File: src/rtl/sync_edge_mc_if.sv
// Signal bundle for sync_edge_mc: async level inputs, per-channel control and event outputs.
interface sync_edge_mc_if #(
   parameter int unsigned CHANNELS = 4
);
   logic [CHANNELS-1:0]   i_async_in;
   logic [2*CHANNELS-1:0] i_mode;
   logic [CHANNELS-1:0]   i_clear;
   logic [CHANNELS-1:0]   o_level;
   logic [CHANNELS-1:0]   o_pulse;
   logic [CHANNELS-1:0]   o_pending;
   logic [CHANNELS-1:0]   o_overrun;

   // Driver side (system / testbench)
   modport master (
      output i_async_in, i_mode, i_clear,
      input  o_level, o_pulse, o_pending, o_overrun
   );

   // Block side
   modport slave (
      input  i_async_in, i_mode, i_clear,
      output o_level, o_pulse, o_pending, o_overrun
   );
endinterface

File: src/rtl/sync_edge_mc.sv
// Multi-channel async input synchronizer with glitch filter and per-channel edge event capture.
module sync_edge_mc #(
   parameter int unsigned CHANNELS    = 4,
   parameter int unsigned SYNC_STAGES = 2,
   parameter int unsigned FILTER_LEN  = 3
) (
   input logic           i_clk,
   input logic           i_reset_n,
   sync_edge_mc_if.slave bus
);

   // Reject unsupported parameter sets at elaboration
   if (CHANNELS < 1 || CHANNELS > 32 || SYNC_STAGES < 2 || SYNC_STAGES > 4 || FILTER_LEN > 255) begin : g_bad_param
      $error("sync_edge_mc: parameter out of range");
   end

   logic [CHANNELS-1:0] sync_d [SYNC_STAGES];
   logic [CHANNELS-1:0] sync_q [SYNC_STAGES];
   logic [CHANNELS-1:0] sync_last;

   logic [CHANNELS-1:0] level_d,   level_q;
   logic [CHANNELS-1:0] pulse_d,   pulse_q;
   logic [CHANNELS-1:0] pending_d, pending_q;
   logic [CHANNELS-1:0] overrun_d, overrun_q;
   logic [CHANNELS-1:0] event_c;

   // Synchronizer chain: plain flop-to-flop, nothing between stages
   always_comb begin
      sync_d[0] = bus.i_async_in;
      for (int unsigned s = 1; s < SYNC_STAGES; s++) begin
         sync_d[s] = sync_q[s-1];
      end
   end

   // Synchronizer chain registers
   always_ff @(posedge i_clk or negedge i_reset_n) begin
      if (!i_reset_n) begin
         for (int unsigned s = 0; s < SYNC_STAGES; s++) begin
            sync_q[s] <= '0;
         end
      end else begin
         for (int unsigned s = 0; s < SYNC_STAGES; s++) begin
            sync_q[s] <= sync_d[s];
         end
      end
   end

   assign sync_last = sync_q[SYNC_STAGES-1];

   if (FILTER_LEN == 0) begin : g_nofilt
      // Filter bypassed: level is the synchronizer output delayed by one register
      always_comb begin
         level_d = sync_last;
      end
   end else begin : g_filt
      localparam int unsigned CNT_W = (FILTER_LEN < 2) ? 1 : $clog2(FILTER_LEN + 1);

      logic [CNT_W-1:0] cnt_d [CHANNELS];
      logic [CNT_W-1:0] cnt_q [CHANNELS];

      // Count consecutive disagreeing cycles; commit the new level when the count would reach FILTER_LEN
      always_comb begin
         level_d = level_q;
         for (int unsigned ch = 0; ch < CHANNELS; ch++) begin
            cnt_d[ch] = '0;
            if (sync_last[ch] != level_q[ch]) begin
               if (cnt_q[ch] == CNT_W'(FILTER_LEN - 1)) begin
                  level_d[ch] = sync_last[ch];
               end else begin
                  cnt_d[ch] = cnt_q[ch] + CNT_W'(1);
               end
            end
         end
      end

      // Filter counter registers
      always_ff @(posedge i_clk or negedge i_reset_n) begin
         if (!i_reset_n) begin
            for (int unsigned ch = 0; ch < CHANNELS; ch++) begin
               cnt_q[ch] <= '0;
            end
         end else begin
            for (int unsigned ch = 0; ch < CHANNELS; ch++) begin
               cnt_q[ch] <= cnt_d[ch];
            end
         end
      end
   end

   // Qualify level transitions against the per-channel edge mode (bit0 rising, bit1 falling)
   always_comb begin
      event_c = '0;
      for (int unsigned ch = 0; ch < CHANNELS; ch++) begin
         event_c[ch] = (bus.i_mode[2*ch]   &  level_d[ch] & ~level_q[ch]) |
                       (bus.i_mode[2*ch+1] & ~level_d[ch] &  level_q[ch]);
      end
   end

   // Event flags: a new event beats a same-cycle clear; overrun only when an uncleared event is pending
   always_comb begin
      pulse_d   = event_c;
      pending_d = event_c | (pending_q & ~bus.i_clear);
      overrun_d = (event_c & pending_q & ~bus.i_clear) | (overrun_q & ~bus.i_clear);
   end

   // Output registers
   always_ff @(posedge i_clk or negedge i_reset_n) begin
      if (!i_reset_n) begin
         level_q   <= '0;
         pulse_q   <= '0;
         pending_q <= '0;
         overrun_q <= '0;
      end else begin
         level_q   <= level_d;
         pulse_q   <= pulse_d;
         pending_q <= pending_d;
         overrun_q <= overrun_d;
      end
   end

   assign bus.o_level   = level_q;
   assign bus.o_pulse   = pulse_q;
   assign bus.o_pending = pending_q;
   assign bus.o_overrun = overrun_q;

endmodule

File: src/flat_wrapper.sv
// flat-port wrapper written by rule: the top's interface ports become plain ports
module sync_edge_mc_flat 
#(
   parameter int unsigned CHANNELS    = 4,
   parameter int unsigned SYNC_STAGES = 2,
   parameter int unsigned FILTER_LEN  = 3
)
  (i_clk, i_reset_n, bus_i_async_in, bus_i_mode, bus_i_clear, bus_o_level, bus_o_pulse, bus_o_pending, bus_o_overrun);
  sync_edge_mc_if #(.CHANNELS(CHANNELS)) bus_i ();
  input logic i_clk;
  input logic i_reset_n;
  input wire logic [$bits(bus_i.i_async_in)-1:0] bus_i_async_in;
  input wire logic [$bits(bus_i.i_mode)-1:0] bus_i_mode;
  input wire logic [$bits(bus_i.i_clear)-1:0] bus_i_clear;
  output wire logic [$bits(bus_i.o_level)-1:0] bus_o_level;
  output wire logic [$bits(bus_i.o_pulse)-1:0] bus_o_pulse;
  output wire logic [$bits(bus_i.o_pending)-1:0] bus_o_pending;
  output wire logic [$bits(bus_i.o_overrun)-1:0] bus_o_overrun;
  assign bus_i.i_async_in = bus_i_async_in;
  assign bus_i.i_mode = bus_i_mode;
  assign bus_i.i_clear = bus_i_clear;
  assign bus_o_level = bus_i.o_level;
  assign bus_o_pulse = bus_i.o_pulse;
  assign bus_o_pending = bus_i.o_pending;
  assign bus_o_overrun = bus_i.o_overrun;
  sync_edge_mc #(.CHANNELS(CHANNELS), .SYNC_STAGES(SYNC_STAGES), .FILTER_LEN(FILTER_LEN)) u_core (.i_clk(i_clk), .i_reset_n(i_reset_n), .bus(bus_i));
endmodule
File: config.mk
export PLATFORM = sky130hd
export DESIGN_NAME = sync_edge_mc_flat
export DESIGN_NICKNAME = d
export VERILOG_FILES = /design/src/rtl/sync_edge_mc_if.sv /design/src/rtl/sync_edge_mc.sv /design/src/flat_wrapper.sv
export SDC_FILE = /design/constraint.sdc
export NUM_CORES = 1
export LEC_CHECK = 0
export ABC_AREA = 0
export CAP_MARGIN = 10
export CORE_MARGIN = 1.5
export CORE_UTILIZATION = 45
export DETAILED_ROUTE_END_ITERATION = 7
export MAX_ROUTING_LAYER = met4
export PLACE_DENSITY = 0.85
export SLEW_MARGIN = 10
export SYNTH_ARGS = -nofsm -noshare
export SYNTH_HDL_FRONTEND = slang
export SYNTH_SLANG_ARGS = --single-unit
export TNS_END_PERCENT = 20
File: constraint.sdc
create_clock -name i_clk -period 1.5 [get_ports i_clk]
set_clock_uncertainty 0.1 [all_clocks]
set_input_delay 0.3 -clock i_clk [delete_from_list [all_inputs] [get_ports i_clk]]
set_output_delay 0.3 -clock i_clk [all_outputs]
set_load 0.01 [all_outputs]
==> reports/qor.yml, run 1 <==
min_path:
  min_path_type: "in2async"
clock_network:
  cts.root.buffer_cell: "sky130_fd_sc_hd__clkbuf_4"
  cts_hold_buf: 0
  htreeDepth: 2
  tritoncts_num_sinks: 32
  clock_tree.buffer_depth: 2
  worstSkewPairLatency_ns: 0.33
  clock_pin_slew_of_the_registers_on_the_worst_case_setup_and_hold_paths_ns: 0.09
  tritoncts_clock_tree: "built"
  tritoncts.num_buffers: 5
timing:
  slew_viol_final: 0
  finalWorstPathRequiredPeriod_ns: 1.40
  hold_viol: 0
  final_worst_hold_slack_ns: 0.224
  tightestPinTransition_ns: 0.206
  finalSetupTns_ns: 0
  achievable-frequency_mhz: 712
  final.setup.worst_slack_ns: 0.0956
  relSlewSlack: 0.861
  post-route-period-util: 0.936
  grt_setup_unrepaired: "false"
  finalSetupViolCount: 0
global_routing:
  grtUsageTotal: 0.178
  groute.layer.met3.usage: 0.0833
  globalRoute.busiestLayer: "met2"
  grt_antenna_before_repair: 0
  global_route_wire_length_before_repair_um: 3360
  global_route.usage.met2: 0.285
  grt_util_met1: 0.183
  grt_start_max_net_pins: 33
  grt.overflow.total: 0
  vias_in_the_first_global_route: 791
synth:
  avgSynthCellArea_um2: 13.9
  post_synth_and_or_nand_nor_area_fraction: 0.137
  synth.lib_cells_used.distinct: 13
  post_syn_area_mm2: 0.00117
  synth_compound_gate_area_share: 0.0983
  post_synth_inst_count: 84
  ys_seq_elements: 32
  synth_sequential_area_ratio: 0.684
  synth.area.mux_share: 0.0385
  syn-num-nets: 102
  synth_adder_area_share: 0
  ys.warnings.count: 0
  combinational_family_with_the_most_area_after_synthesis: "simple AND/OR/NAND/NOR gates"
  yosys.area_share.xor_xnor: 0.0299
placement:
  port-buffer-count: 33
  post-place-ws_ns: 0.0248
  finalWeightedCongestion: 0.651
  numPlacedInstances: 149
  post-dp-hpwl_um: 1410
worst_setup_path:
  worst_setup_path_start_kind: "flop"
  crit_buf_inv: 1
  endpoint_kind: "primary output"
  worst-r2r-setup-slack_ns: 0.25
  cp_data_required_time_ns: 1.10
  crit_path_end: "bus_o_level[2]"
  critical_path.max_stage_delay_ns: 0.39
  worst_ep_arrival_time_ns: 1.00
  reg2reg_to: "u_core.bus.o_overrun[0]$_DFF_PN0_"
  cp_slowest_cell: "sky130_fd_sc_hd__dfrtp_1"
  crit_cells: 1
  timing.reg2reg.worst_path_depth: 4
  reg2reg_from: "u_core.bus.o_level[0]$_DFF_PN0_"
  critPathMaxFanout: 2
  setup.worst_path.class: "reg2out"
  critical-path-top-delay-family: "flip-flops"
  crit_path_cell_trace: "dlygate4sd2_1"
  worst_setup_path_startpoint: "u_core.bus.o_level[2]$_DFF_PN0_"
drt:
  dr_drc_count: 0
  post_drt_wl_per_cell_um: 12.5
  first_pass_detailed_route_iteration_total: 4
  vias_per_cell: 5.12
  num_vias: 814
  detail_route.iter0.violations: 4
  final_antenna_net_count: 0
  totalWireLength_um: 1990
power_and_ir_drop:
  fin_total_pwr_mw: 2.32
  share_clk_of_total_power: 0.187
  power.leakage_nw: 0.741
  pwr-share-comb: 0.312
  netSwitchingFraction: 0.302
  switching_power_mw: 0.700
  cellPowerDensity_mw_per_mm2: 1430
  vdd_ir_drop_max_mv: 0.972
  p_seq_frac: 0.501
  cellInternalPower_mw: 1.62
die:
  design.portCount: 34
  design.die.area_mm2: 0.00292
  die_width_um: 54.0
  placeable_area_mm2: 0.00248
  floorplan.die.height_um: 54.0
  starting_density_of_the_core: 0.473
  fp-row-count: 18
cells_and_area:
  post_route_cells_drive_above_1_share: 0.147
  area_growth_syn_to_layout_pct: 37.9
  insertedDiodeCount: 0
  layout.cells.most_common: "sky130_fd_sc_hd__dfrtp_1"
  layout.cells.non_filler: 159
  num-nets-final: 147
  layout.cells.most_common_list: "sky130_fd_sc_hd__dfrtp_1, sky130_fd_sc_hd__clkdlybuf4s50_1, sky130_fd_sc_hd__dlygate4sd2_1, sky130_fd_sc_hd__nand2b_1, sky130_fd_sc_hd__clkbuf_4"
run_status:
  run_status: "finished, final reports clean"
job:
  max_cap_violations: 0
-- stage by stage --
step	utilization	cell area (um2)
after floorplan	-	1170
after global placement	0.632	1570
after detailed placement	0.632	1570
after CTS	0.652	1620
after global routing	0.652	1620
final	0.652	1620
-- area by class of cell --
type,instances,area (um2)
clock buffer,6,41.3
clock inverter,1,5.00
fill,217,862
inverter,4,15.0
multi-input combinational,48,355
sequential,32,801
tap,30,37.5
timing repair buffer,38,360
-- worst min path at each step --
stage                                     from  slack [ns]                                 to  cells past startpoint
global route                         i_reset_n        0.23  u_core.bus.o_pending[0]$_DFF_PN0_                      2
finish                               i_reset_n        0.22  u_core.bus.o_overrun[0]$_DFF_PN0_                      2
CTS                                  i_reset_n        0.23  u_core.bus.o_overrun[3]$_DFF_PN0_                      2
detailed placement  u_core.sync_d[2]$_DFF_PN0_        0.24      u_core.sync_last[2]$_DFF_PN0_                      0
floorplan                            i_reset_n        -0.1    u_core.bus.o_level[0]$_DFF_PN0_                      0
global placement    u_core.sync_d[2]$_DFF_PN0_        0.24      u_core.sync_last[2]$_DFF_PN0_                      0
-- kinds of logic (layout without fill, tap and decap cells) --
kind of cell              Yosys count  count (layout)
and+or+nand+nor                    28              28
muxes                               4               4
AOI/OAI and AO/OA                  12              12
DFF                                32              32
buffers and inverters               4              49
xor gates and xnor gates            4               4
-- registers in the layout, indices dropped and copies added, names as in the netlist --
name                  cells
u_core.sync_d             4
u_core.bus.o_pending      4
u_core.sync_last          4
u_core.bus.o_overrun      4
u_core.bus.o_pulse        4
u_core.g_filt.cnt_q       8
u_core.bus.o_level        4
-- power by group through the flow --
stage                     sequential [mW]  combinational (mW)  clock, mW
after floorplan                      1.24               0.323          0
after global placement               1.20               0.666          0
after detailed placement             1.22               0.686          0
after CTS                            1.16               0.730      0.452
after global routing                 1.19               0.794      0.487
final                                1.16               0.722      0.434
-- layer usage --
metal  part of all wire  up-vias
li1                   -      381
met1               0.38      401
met2               0.53       25
met5                  0        -
met4              0.022        0
met3              0.068        7
-- cell usage after synthesis --
library cell | n | area [um2]
sky130_fd_sc_hd__o21a_1 | 4 | 30.0
sky130_fd_sc_hd__nor3_1 | 4 | 20.0
sky130_fd_sc_hd__xnor2_1 | 4 | 35.0
sky130_fd_sc_hd__nand2b_1 | 8 | 50.1
sky130_fd_sc_hd__o32ai_2 | 4 | 65.1
sky130_fd_sc_hd__inv_1 | 4 | 15.0
sky130_fd_sc_hd__nor2_1 | 4 | 15.0
sky130_fd_sc_hd__dfrtp_1 | 32 | 801
sky130_fd_sc_hd__nor3b_1 | 4 | 30.0
sky130_fd_sc_hd__nand2_1 | 4 | 15.0
sky130_fd_sc_hd__nand3b_1 | 4 | 30.0
sky130_fd_sc_hd__mux2_2 | 4 | 45.0
sky130_fd_sc_hd__o21ai_0 | 4 | 20.0
-- what timing repair did --
item | in CTS | in global routing
buffers inserted | 3 | 0
endpoints found under the setup margin | 16 | 0
gates resized for setup | 16 | 0
No activity file was read; power rests on OpenSTA's default activity.
==> inputs of run 2 (changes only) <==
TNS_END_PERCENT = default   (was 20)
==> results of run 2 <==
No change in the layout: final DEF, timing and power equal those of run 1.
